$ cat config.mk
export PLATFORM = sky130hd
export DESIGN_NAME = poly_mixer
export DESIGN_NICKNAME = d
export VERILOG_FILES = /design/src/rtl/poly_mixer.sv
export SDC_FILE = /design/constraint.sdc
export NUM_CORES = 1
export LEC_CHECK = 0
export ABC_CLOCK_PERIOD_IN_PS = 18100
export BUFFER_PORTS_ARGS = -buffer_cell sky130_fd_sc_hd__buf_2
export CAP_MARGIN = 5
export CORE_MARGIN = 3
export CORE_UTILIZATION = 65
export CTS_CLUSTER_SIZE = 12
export DETAILED_ROUTE_END_ITERATION = 16
export GPL_TIMING_DRIVEN = 1
export PLACE_DENSITY = 0.95
export SLEW_MARGIN = 20
export SYNTH_ARGS = -nofsm -noshare
export SYNTH_HDL_FRONTEND = slang
export SYNTH_SLANG_ARGS = --single-unit
export TNS_END_PERCENT = 20
$ cat constraint.sdc
create_clock -name clk -period 18.1 [get_ports clk]
set_input_delay 3.62 -clock clk [delete_from_list [all_inputs] [get_ports clk]]
set_output_delay 3.62 -clock clk [all_outputs]
set_load 0.03 [all_outputs]
$ cat src/rtl/poly_mixer.sv
// poly_mixer: multi-channel gain/mute audio mixer.
//
// On a sample strobe in idle the block snapshots all channel samples, gains and mutes,
// then accumulates one channel per cycle (sample * gain, rescaled by 2^(GW-1)).
// After the last channel it emits (acc >>> SHIFT), reduced to DW bits, with a
// one-cycle valid pulse.
//
// Build option:
//   MIXER_SATURATE_EN  defined   -> width reduction clamps to the DW-bit signed range
//                      undefined -> width reduction keeps the low DW bits (wraps)
//
// Ports:
//   clk           mix clock, rising edge
//   rst_n         asynchronous active-low reset
//   sample_stb_i  one-cycle strobe that starts a mix (ignored while busy)
//   snd_i         packed signed samples, channel k at [k*DW +: DW]
//   gain_i        packed unsigned Q1.(GW-1) gains, channel k at [k*GW +: GW]
//   mute_i        per-channel mute, bit k=1 removes channel k from the sum
//   data_o        signed mixed sample, held between mixes
//   valid_o       one-cycle pulse when data_o updates
//   busy_o        high while a mix is in progress
//   overrun_o     one-cycle pulse when a strobe arrives while busy
module poly_mixer #(
  parameter int unsigned NUM_CH = 4,
  parameter int unsigned DW     = 16,
  parameter int unsigned GW     = 8,
  parameter int unsigned SHIFT  = $clog2(NUM_CH)
) (
  input  logic                 clk,
  input  logic                 rst_n,
  input  logic                 sample_stb_i,
  input  logic [NUM_CH*DW-1:0] snd_i,
  input  logic [NUM_CH*GW-1:0] gain_i,
  input  logic [NUM_CH-1:0]    mute_i,
  output logic [DW-1:0]        data_o,
  output logic                 valid_o,
  output logic                 busy_o,
  output logic                 overrun_o
);

  localparam int unsigned IW = $clog2(NUM_CH);
  // Worst case sum of NUM_CH products fits with one spare sign bit.
  localparam int unsigned AW = DW + GW + $clog2(NUM_CH) + 1;
  localparam int unsigned PW = DW + GW + 1;
  localparam logic [IW-1:0] LastIdx = IW'(NUM_CH - 1);

  typedef enum logic [1:0] {StIdle, StAcc, StOut} state_e;

  state_e                state_q, state_d;
  logic signed [AW-1:0]  acc_q, acc_d;
  logic [IW-1:0]         idx_q, idx_d;
  logic [NUM_CH*DW-1:0]  snd_q, snd_d;
  logic [NUM_CH*GW-1:0]  gain_q, gain_d;
  logic [NUM_CH-1:0]     mute_q, mute_d;
  logic [DW-1:0]         data_q, data_d;
  logic                  valid_q, valid_d;

  logic signed [DW-1:0]  cur_snd;
  logic [GW-1:0]         cur_gain;
  logic signed [PW-1:0]  prod;
  logic signed [PW-1:0]  term;
  logic signed [AW-1:0]  term_ext;
  logic [DW-1:0]         reduced;

  // Current channel's scaled contribution. Gain is zero-extended so the product stays
  // signed; >>> floors toward negative infinity.
  always_comb begin
    cur_snd  = snd_q[idx_q*DW +: DW];
    cur_gain = gain_q[idx_q*GW +: GW];
    prod     = cur_snd * $signed({1'b0, cur_gain});
    term     = prod >>> (GW - 1);
    term_ext = {{(AW - PW){term[PW-1]}}, term};
  end

`ifdef MIXER_SATURATE_EN
  localparam logic signed [AW-1:0] SatMax = {{(AW - DW + 1){1'b0}}, {(DW - 1){1'b1}}};
  localparam logic signed [AW-1:0] SatMin = {{(AW - DW + 1){1'b1}}, {(DW - 1){1'b0}}};

  logic signed [AW-1:0] shifted;

  always_comb begin
    shifted = acc_q >>> SHIFT;
    if (shifted > SatMax) begin
      reduced = SatMax[DW-1:0];
    end else if (shifted < SatMin) begin
      reduced = SatMin[DW-1:0];
    end else begin
      reduced = shifted[DW-1:0];
    end
  end
`else
  // Low DW bits of (acc >>> SHIFT) are simply acc bits [SHIFT +: DW].
  always_comb begin
    reduced = acc_q[SHIFT +: DW];
  end
`endif

  always_comb begin
    state_d = state_q;
    acc_d   = acc_q;
    idx_d   = idx_q;
    snd_d   = snd_q;
    gain_d  = gain_q;
    mute_d  = mute_q;
    data_d  = data_q;
    valid_d = 1'b0;

    case (state_q)
      StIdle: begin
        if (sample_stb_i) begin
          snd_d   = snd_i;
          gain_d  = gain_i;
          mute_d  = mute_i;
          acc_d   = '0;
          idx_d   = '0;
          state_d = StAcc;
        end
      end
      StAcc: begin
        if (!mute_q[idx_q]) begin
          acc_d = acc_q + term_ext;
        end
        if (idx_q == LastIdx) begin
          state_d = StOut;
        end else begin
          idx_d = idx_q + 1'b1;
        end
      end
      StOut: begin
        data_d  = reduced;
        valid_d = 1'b1;
        state_d = StIdle;
      end
      default: begin
        state_d = StIdle;
      end
    endcase
  end

  always_ff @(posedge clk or negedge rst_n) begin
    if (!rst_n) begin
      state_q <= StIdle;
      acc_q   <= '0;
      idx_q   <= '0;
      snd_q   <= '0;
      gain_q  <= '0;
      mute_q  <= '0;
      data_q  <= '0;
      valid_q <= 1'b0;
    end else begin
      state_q <= state_d;
      acc_q   <= acc_d;
      idx_q   <= idx_d;
      snd_q   <= snd_d;
      gain_q  <= gain_d;
      mute_q  <= mute_d;
      data_q  <= data_d;
      valid_q <= valid_d;
    end
  end

  assign data_o    = data_q;
  assign valid_o   = valid_q;
  assign busy_o    = (state_q != StIdle);
  // Strobes while busy are dropped; flag them in the same cycle.
  assign overrun_o = sample_stb_i & busy_o;

endmodule
==> summary.txt, run 1 <==
Layout area overhead: 12.9%
Final Hold Fails: 0
Core ar.: 0.0162 mm2
initial antenna violation count: 0
Post-CTS Resized: 0
total negative slack: 0 ns
antenna viol nets, final: 0
area of the mapped netlist: 0.0109 mm2
CTS tree: yes
dpl hpwl: 19.8 mm
cell count after synthesis: 1,171
CTS H-tree depth: 4
Nets: 1,544
Fin Clk Skew: 0.00877 ns
CP Launch Type: register
Row Count: 46
data arrival time of the worst path: 8.49 ns
CP Class: reg2reg
register clock-pin slew on the reported worst setup and hold paths: 0.07 ns
number of synthesis warnings: 0
Final Slew Violations: 0
Tmin final: 8.17 ns
Slowest-stage cell, CP: mux4_1
Post-synth EDFFs: 0
post-synth cell types: 50
Seq/Total Area, Yosys: 31.8%
Worst Hold Depth: 2
largest net degree at the start of global routing: 101
worst-skew pair later-pin latency: 0.44 ns
commonest cells after routing, fill and taps aside: 381 x nand2_1, 147 x inv_1, 138 x dfrtp_1, 120 x buf_2, 102 x fa_1
clock buffer depth: 2
remaining global-route overflow: 0
Root Buffer: clkbuf_16
Least-Margin Pin Slew: 0.968 ns
Avg Vias per Cell: 6.20
wire length per cell: 20.9 um
final wirelength: 31.4 mm
setup violators final: 0
Top FF cell, synth: dfrtp_1
Min-Delay Path Class: reg2reg
Die ar.: 0.0184 mm2
Synth Net Count: 1,440
CTS buffer count: 17
relative slew slack: 35.5%
CP Max Fanout: 28
worst r2r path cells: 28
RSZ-0062 raised after global routing: no
status: completed
most frequent CP cell: fa_1
RD Place Congestion: 0.878
clk sinks: 139
GRT Total Usage: 36.0%
# hold bufs at CTS: 0
Hold EP: snd_q[60]
routed vias: 9,327
Pre-Repair DR Iteration Count: 6
count of input and output buffers: 121
# Post-CTS Setup Buffers: 0
height of the chip: 136 um
DR DRC count: 0
layout cells sized above 1: 16.8%
Top Ports: 122
Die Wd: 136 um
Synth Register Bits: 139
Critical Path Sink Type: register
Avg Synthesized Cell Area: 9.33 um2
most common cell after layout, fill and taps aside: nand2_1
first-pass GRT wire length: 50.3 mm
ys async rst share: 100%
Initial Utilization: 67.5%
CP max stage delay: 0.91 ns
vias in the first global route: 9,986
MaxCap Viol Count: 0
Worst R2R Start: idx_q[0]
Tcrit/Tclk final: 45.1%
R2R Path End: acc_q[17]
Detailed Route Iter0 Violations: 989
HP Start: snd_q[60]
WP data required: 18.42 ns
Max Fclk: 122 MHz
launch point of the worst path: idx_q[0]
reg2reg setup slack: 9.93 ns
-- worst max path at each step --
stage	slack, ns	cells past startpoint	endpoint
detailed placement	10.10	28	acc_q[17]
global placement	10.40	28	acc_q[17]
finish	9.93	28	acc_q[17]
floorplan	10.40	1	overrun_o
global route	9.47	28	acc_q[17]
CTS	10.02	28	acc_q[17]
-- logic make-up after synthesis --
family / Yosys count / synth area share (%)
adder cells (fa/ha/maj): 166 / 26.0
multiplexers: 42 / 7.04
AO/OA/AOI/OAI: 87 / 5.54
AND/OR/NAND/NOR: 510 / 20.0
flip-flops: 139 / 31.8
buffers and inverters: 191 / 6.66
XOR/XNOR: 36 / 2.89
-- worst max-delay path: cells and delay by family, from the launching register on --
kind                       cells  cell delay, ns
muxes                          1            0.91
AOI/OAI and AO/OA             13            2.72
and+or+nand+nor                3            0.55
buffers and inverters          3            0.54
DFF                            1            0.35
xor gates and xnor gates       2            0.32
adders and majority gates      6            2.63
-- sequential cells by signal, indices dropped and copies added (netlist names) --
name / cells
idx_q: 2
acc_q: 18
gain_q: 32
state_q: 2
data_o: 16
snd_q: 64
mute_q: 4
valid_o: 1
-- stage by stage --
stage	instances	utilization [%]	setup WS, ns	hold slack (ns)	instance area, um2
floorplan	1171	-	10.40	0.437	10900
global placement	1472	72.3	10.40	0.453	11700
detailed placement	1472	72.3	10.10	0.461	11700
CTS	1504	76.2	10.02	0.476	12300
global route	1504	76.2	9.47	0.488	12300
finish	1505	76.2	9.93	0.476	12300
-- cell usage after synthesis, drive strengths merged (2+ instances only) --
master	instances	area share, %
a211oi	2	0.18
a21o	11	0.76
a21oi	25	1.4
and2	72	4.1
and3	3	0.17
buf	7	0.33
clkbuf	36	1.2
dfrtp	139	32
fa	102	19
ha	64	7.3
inv	148	5.1
mux2	16	1.6
mux4	26	5.4
nand2	383	13
nand2b	3	0.17
nand3	16	0.73
nor2	14	0.48
nor2b	7	0.40
nor3	6	0.27
o211ai	2	0.14
o21a	4	0.27
o21ai	27	1.2
o21bai	4	0.34
o31ai	4	0.40
o41ai	3	0.41
xnor2	20	1.6
xor2	16	1.3
-- layer usage --
layer / vias up / wire, um / global-route usage [%]
li1: 3884 / - / -
met3: 238 / 3170 / 10.3
met2: 706 / 15200 / 58.8
met5: - / 0 / 0
met1: 4499 / 10700 / 41.8
met4: 0 / 2280 / 22.7
-- area by class of cell --
cell class	count	area [um2]
diodes	1	2.50
flip-flops and latches	139	3480
inverters	148	556
fillers	855	3840
clock buffers	19	453
multi-input cells	841	6730
repair buffers	128	664
well taps	216	270
clock inverters	13	178
Power of run 1 is left out: the tool's default activity adds up to more than one toggle a clock period on the data nets, which glitch-free logic cannot reach.
==> run 2, diff against run 1 <==
--- a/config.mk
+++ b/config.mk
@@ -5,15 +5,16 @@
 export SDC_FILE = /design/constraint.sdc
 export NUM_CORES = 1
 export LEC_CHECK = 0
-export ABC_CLOCK_PERIOD_IN_PS = 18100
+export ABC_AREA = 1
+export ABC_CLOCK_PERIOD_IN_PS = 6700
 export BUFFER_PORTS_ARGS = -buffer_cell sky130_fd_sc_hd__buf_2
 export CAP_MARGIN = 5
 export CORE_MARGIN = 3
-export CORE_UTILIZATION = 65
+export CORE_UTILIZATION = 55
 export CTS_CLUSTER_SIZE = 12
 export DETAILED_ROUTE_END_ITERATION = 16
 export GPL_TIMING_DRIVEN = 1
-export PLACE_DENSITY = 0.95
+export PLACE_DENSITY = 0.89
 export SLEW_MARGIN = 20
 export SYNTH_ARGS = -nofsm -noshare
 export SYNTH_HDL_FRONTEND = slang
==> constraint.sdc (replaced) <==
create_clock -name clk -period 6.7 [get_ports clk]
set_input_delay 1.34 -clock clk [delete_from_list [all_inputs] [get_ports clk]]
set_output_delay 1.34 -clock clk [all_outputs]
set_load 0.03 [all_outputs]
==> summary.txt, run 2 <==
Top Ports: 122 (unchanged)
Die ar.: 0.0224 mm2 (+22%)
Post-synth top cells: 520 x nand2_1, 211 x inv_1, 139 x dfrtp_1
GRT Total Usage: 27.0% (-9.0 points)
relative slew slack: 35.8% (+0.34 points)
CP max stage delay: 0.55 ns (-0.36 ns)
Setup WS pre-CTS: -0.0810 ns (-10.18 ns)
Min-Delay Path Class: reg2reg
setup ws final: 0.0712 ns (-9.86 ns)
Final Hold Fails: 0 (unchanged)
setup violators final: 0 (unchanged)
largest cells by area after synthesis: dfrtp_1 31%, fa_1 18%, nand2_1 17%, ha_1 7.0%, inv_1 7.0%
dpl hpwl: 21.9 mm (+11%)
CTS tree: yes
remaining global-route overflow: 0 (unchanged)
largest net degree at the start of global routing: 103 (+2.0%)
cell family with most CP delay: adder cells
register clock-pin slew on the reported worst setup and hold paths: 0.06 ns (about the same)
Core ar.: 0.0199 mm2 (+23%)
count of input and output buffers: 121 (unchanged)
Max Fclk: 151 MHz (+23%)
CTS buffer count: 17 (unchanged)
vias in the first global route: 10,200 (+2.0%)
cell count after synthesis: 1,454 (+24%)
Synth Net Count: 1,723 (+20%)
fin util: 68.2% (-8.0 points)
fill count: 1,422 (+66%)
initial antenna violation count: 0 (unchanged)
Critical Path Sink Type: register
top-area cell type share of the netlist area: 30.6% (-1.2 points)
Tcrit/Tclk final: 98.9% (+54 points)
count leader, synth: nand2_1
Crit path buffers/inverters: 8 (+5)
Avg Vias per Cell: 5.46 (-12%)
RSZ-0062 raised after global routing: yes
commonest cells after routing, fill and taps aside: 516 x nand2_1, 208 x inv_1, 138 x dfrtp_1, 120 x buf_2, 100 x fa_1
Top reg by flops: snd_q
data arrival time of the worst path: 6.99 ns (-1.50 ns)
worst-skew pair later-pin latency: 0.43 ns (about the same)
post-synth cell types: 47 (-6.0%)
Yosys top cell by area: dfrtp_1
WP data required: 7.06 ns (-11.36 ns)
Initial Utilization: 57.1% (-10 points)
# diodes: 0 (-1)
final wirelength: 31.1 mm (-0.82%)
most common cell after layout, fill and taps aside: nand2_1
ys async rst share: 100% (unchanged)
RD Place Congestion: 0.980 (+12%)
register area: 0.00348 mm2 (unchanged)
Final Slew Violations: 0 (unchanged)
Post-synth EDFFs: 0 (unchanged)
top flop regs: snd_q x64, gain_q x32, acc_q x18
layout cells sized above 1: 19.0% (+2.1 points)
MaxCap Viol Count: 0 (unchanged)
CP Launch Type: register
Die Wd: 150 um (+10%)
Root Buffer: clkbuf_16
wire length per cell: 16.4 um (-22%)
status: completed
clock buffer depth: 2 (unchanged)
number of synthesis warnings: 0 (unchanged)
area of the multi-input gates: 0.00707 mm2 (+5.2%)
CP Max Fanout: 17 (-39%)
Fin Clk Skew: 0.0197 ns (+0.0110 ns)
CTS H-tree depth: 4 (unchanged)
Least-Margin Pin Slew: 0.963 ns (-0.00513 ns)
first-pass GRT wire length: 48.4 mm (-3.7%)
area of the mapped netlist: 0.0114 mm2 (+4.0%)
routed vias: 10,400 (+11%)
total negative slack: 0 ns (unchanged)
Seq/Total Area, Yosys: 30.6% (-1.2 points)
Slowest-stage cell, CP: fa_1
max FFs per register: 64 (unchanged)
CP Class: reg2reg
antenna viol nets, final: 0 (unchanged)
height of the chip: 150 um (+10%)
Tmin final: 6.63 ns (-1.54 ns)
Layout area overhead: 19.5%
Row Count: 51 (+11%)
Synth Register Bits: 139 (unchanged)
Detailed Route Iter0 Violations: 884 (-11%)
Avg Synthesized Cell Area: 7.82 um2 (-16%)
Pre-Repair DR Iteration Count: 8 (+2)
clk sinks: 139 (unchanged)
Nets: 1,895 (+23%)
Top FF cell, synth: dfrtp_1
DR DRC count: 0 (unchanged)
run 2: changes by cell type after synthesis, sizes merged, moves of 11 or more:
cell	delta
o21ai	+34
clkbuf	-16
nand3	+11
inv	+70
nand2	+147
a32oi	+17
a21oi	+39
and2	-71
nor2	+95
buf	+19
mux2	-16
mux4	-26
run 2: final cells by class:
| type | count | share of cell area [%] |
|---|---|---|
| Multi-Input combinational cell | 1050 | 52.1 |
| Inverter | 219 | 6.15 |
| Timing Repair Buffer | 199 | 9.69 |
| Clock buffer | 19 | 3.19 |
| Tap cell | 265 | 2.44 |
| Sequential cell | 139 | 25.6 |
| Clock inverter | 12 | 0.847 |
run 2: worst min-delay path, cell delays in order, from the launching register on:
cell and delay [ns]:
dfrtp_1 0.35, nand2_1 0.05, nand2_1 0.04
run 2: repair_timing:
action / 4_1_cts / 5_1_grt
cloned: 0 / 2
endpoints found under the setup margin: 3 / 10
pin swaps: 0 / 16
resized for setup: 5 / 69
buffers inserted: 0 / 23
hold buffers: 0 / 0
run 2: layer usage:
layer / up-vias / wire length [um] / global-route usage [%]
met5: - / 0 / 0
met4: 0 / 1290 / 11.3
met3: 108 / 2730 / 5.57
met2: 618 / 14900 / 44.9
met1: 4839 / 12300 / 34.6
li1: 4832 / - / -
run 2: stage by stage:
step	instances	instance area, um2	hold slack (ns)
after floorplan	1454	11400	0.437
after global placement	1847	12500	0.448
after detailed placement	1847	12500	0.454
after CTS	1878	13100	0.469
after global routing	1903	13600	0.485
final	1903	13600	0.473
run 2: worst paths after layout:
path                       cells past startpoint         end  slack (ns)        from
min in group asynchronous                      1    acc_q[5]        0.90       rst_n
setup / recovery                              28   acc_q[16]        0.07    idx_q[0]
setup reg to reg                              28   acc_q[16]        0.07    idx_q[0]
max in group asynchronous                      2    idx_q[0]        4.44       rst_n
hold reg to reg                                2  gain_q[14]        0.47  gain_q[14]
hold / removal                                 2  gain_q[14]        0.47  gain_q[14]
run 2: cells by family after synthesis:
group           Yosys count  share of synthesized area [%]
buf+inv                 265                           9.20
flops                   139                           30.6
xor+xnor                 27                           2.08
simple gates            682                           23.9
fa+ha+maj               166                           25.0
compound gates          175                           9.17
Power of run 2 is left out for the same reason.
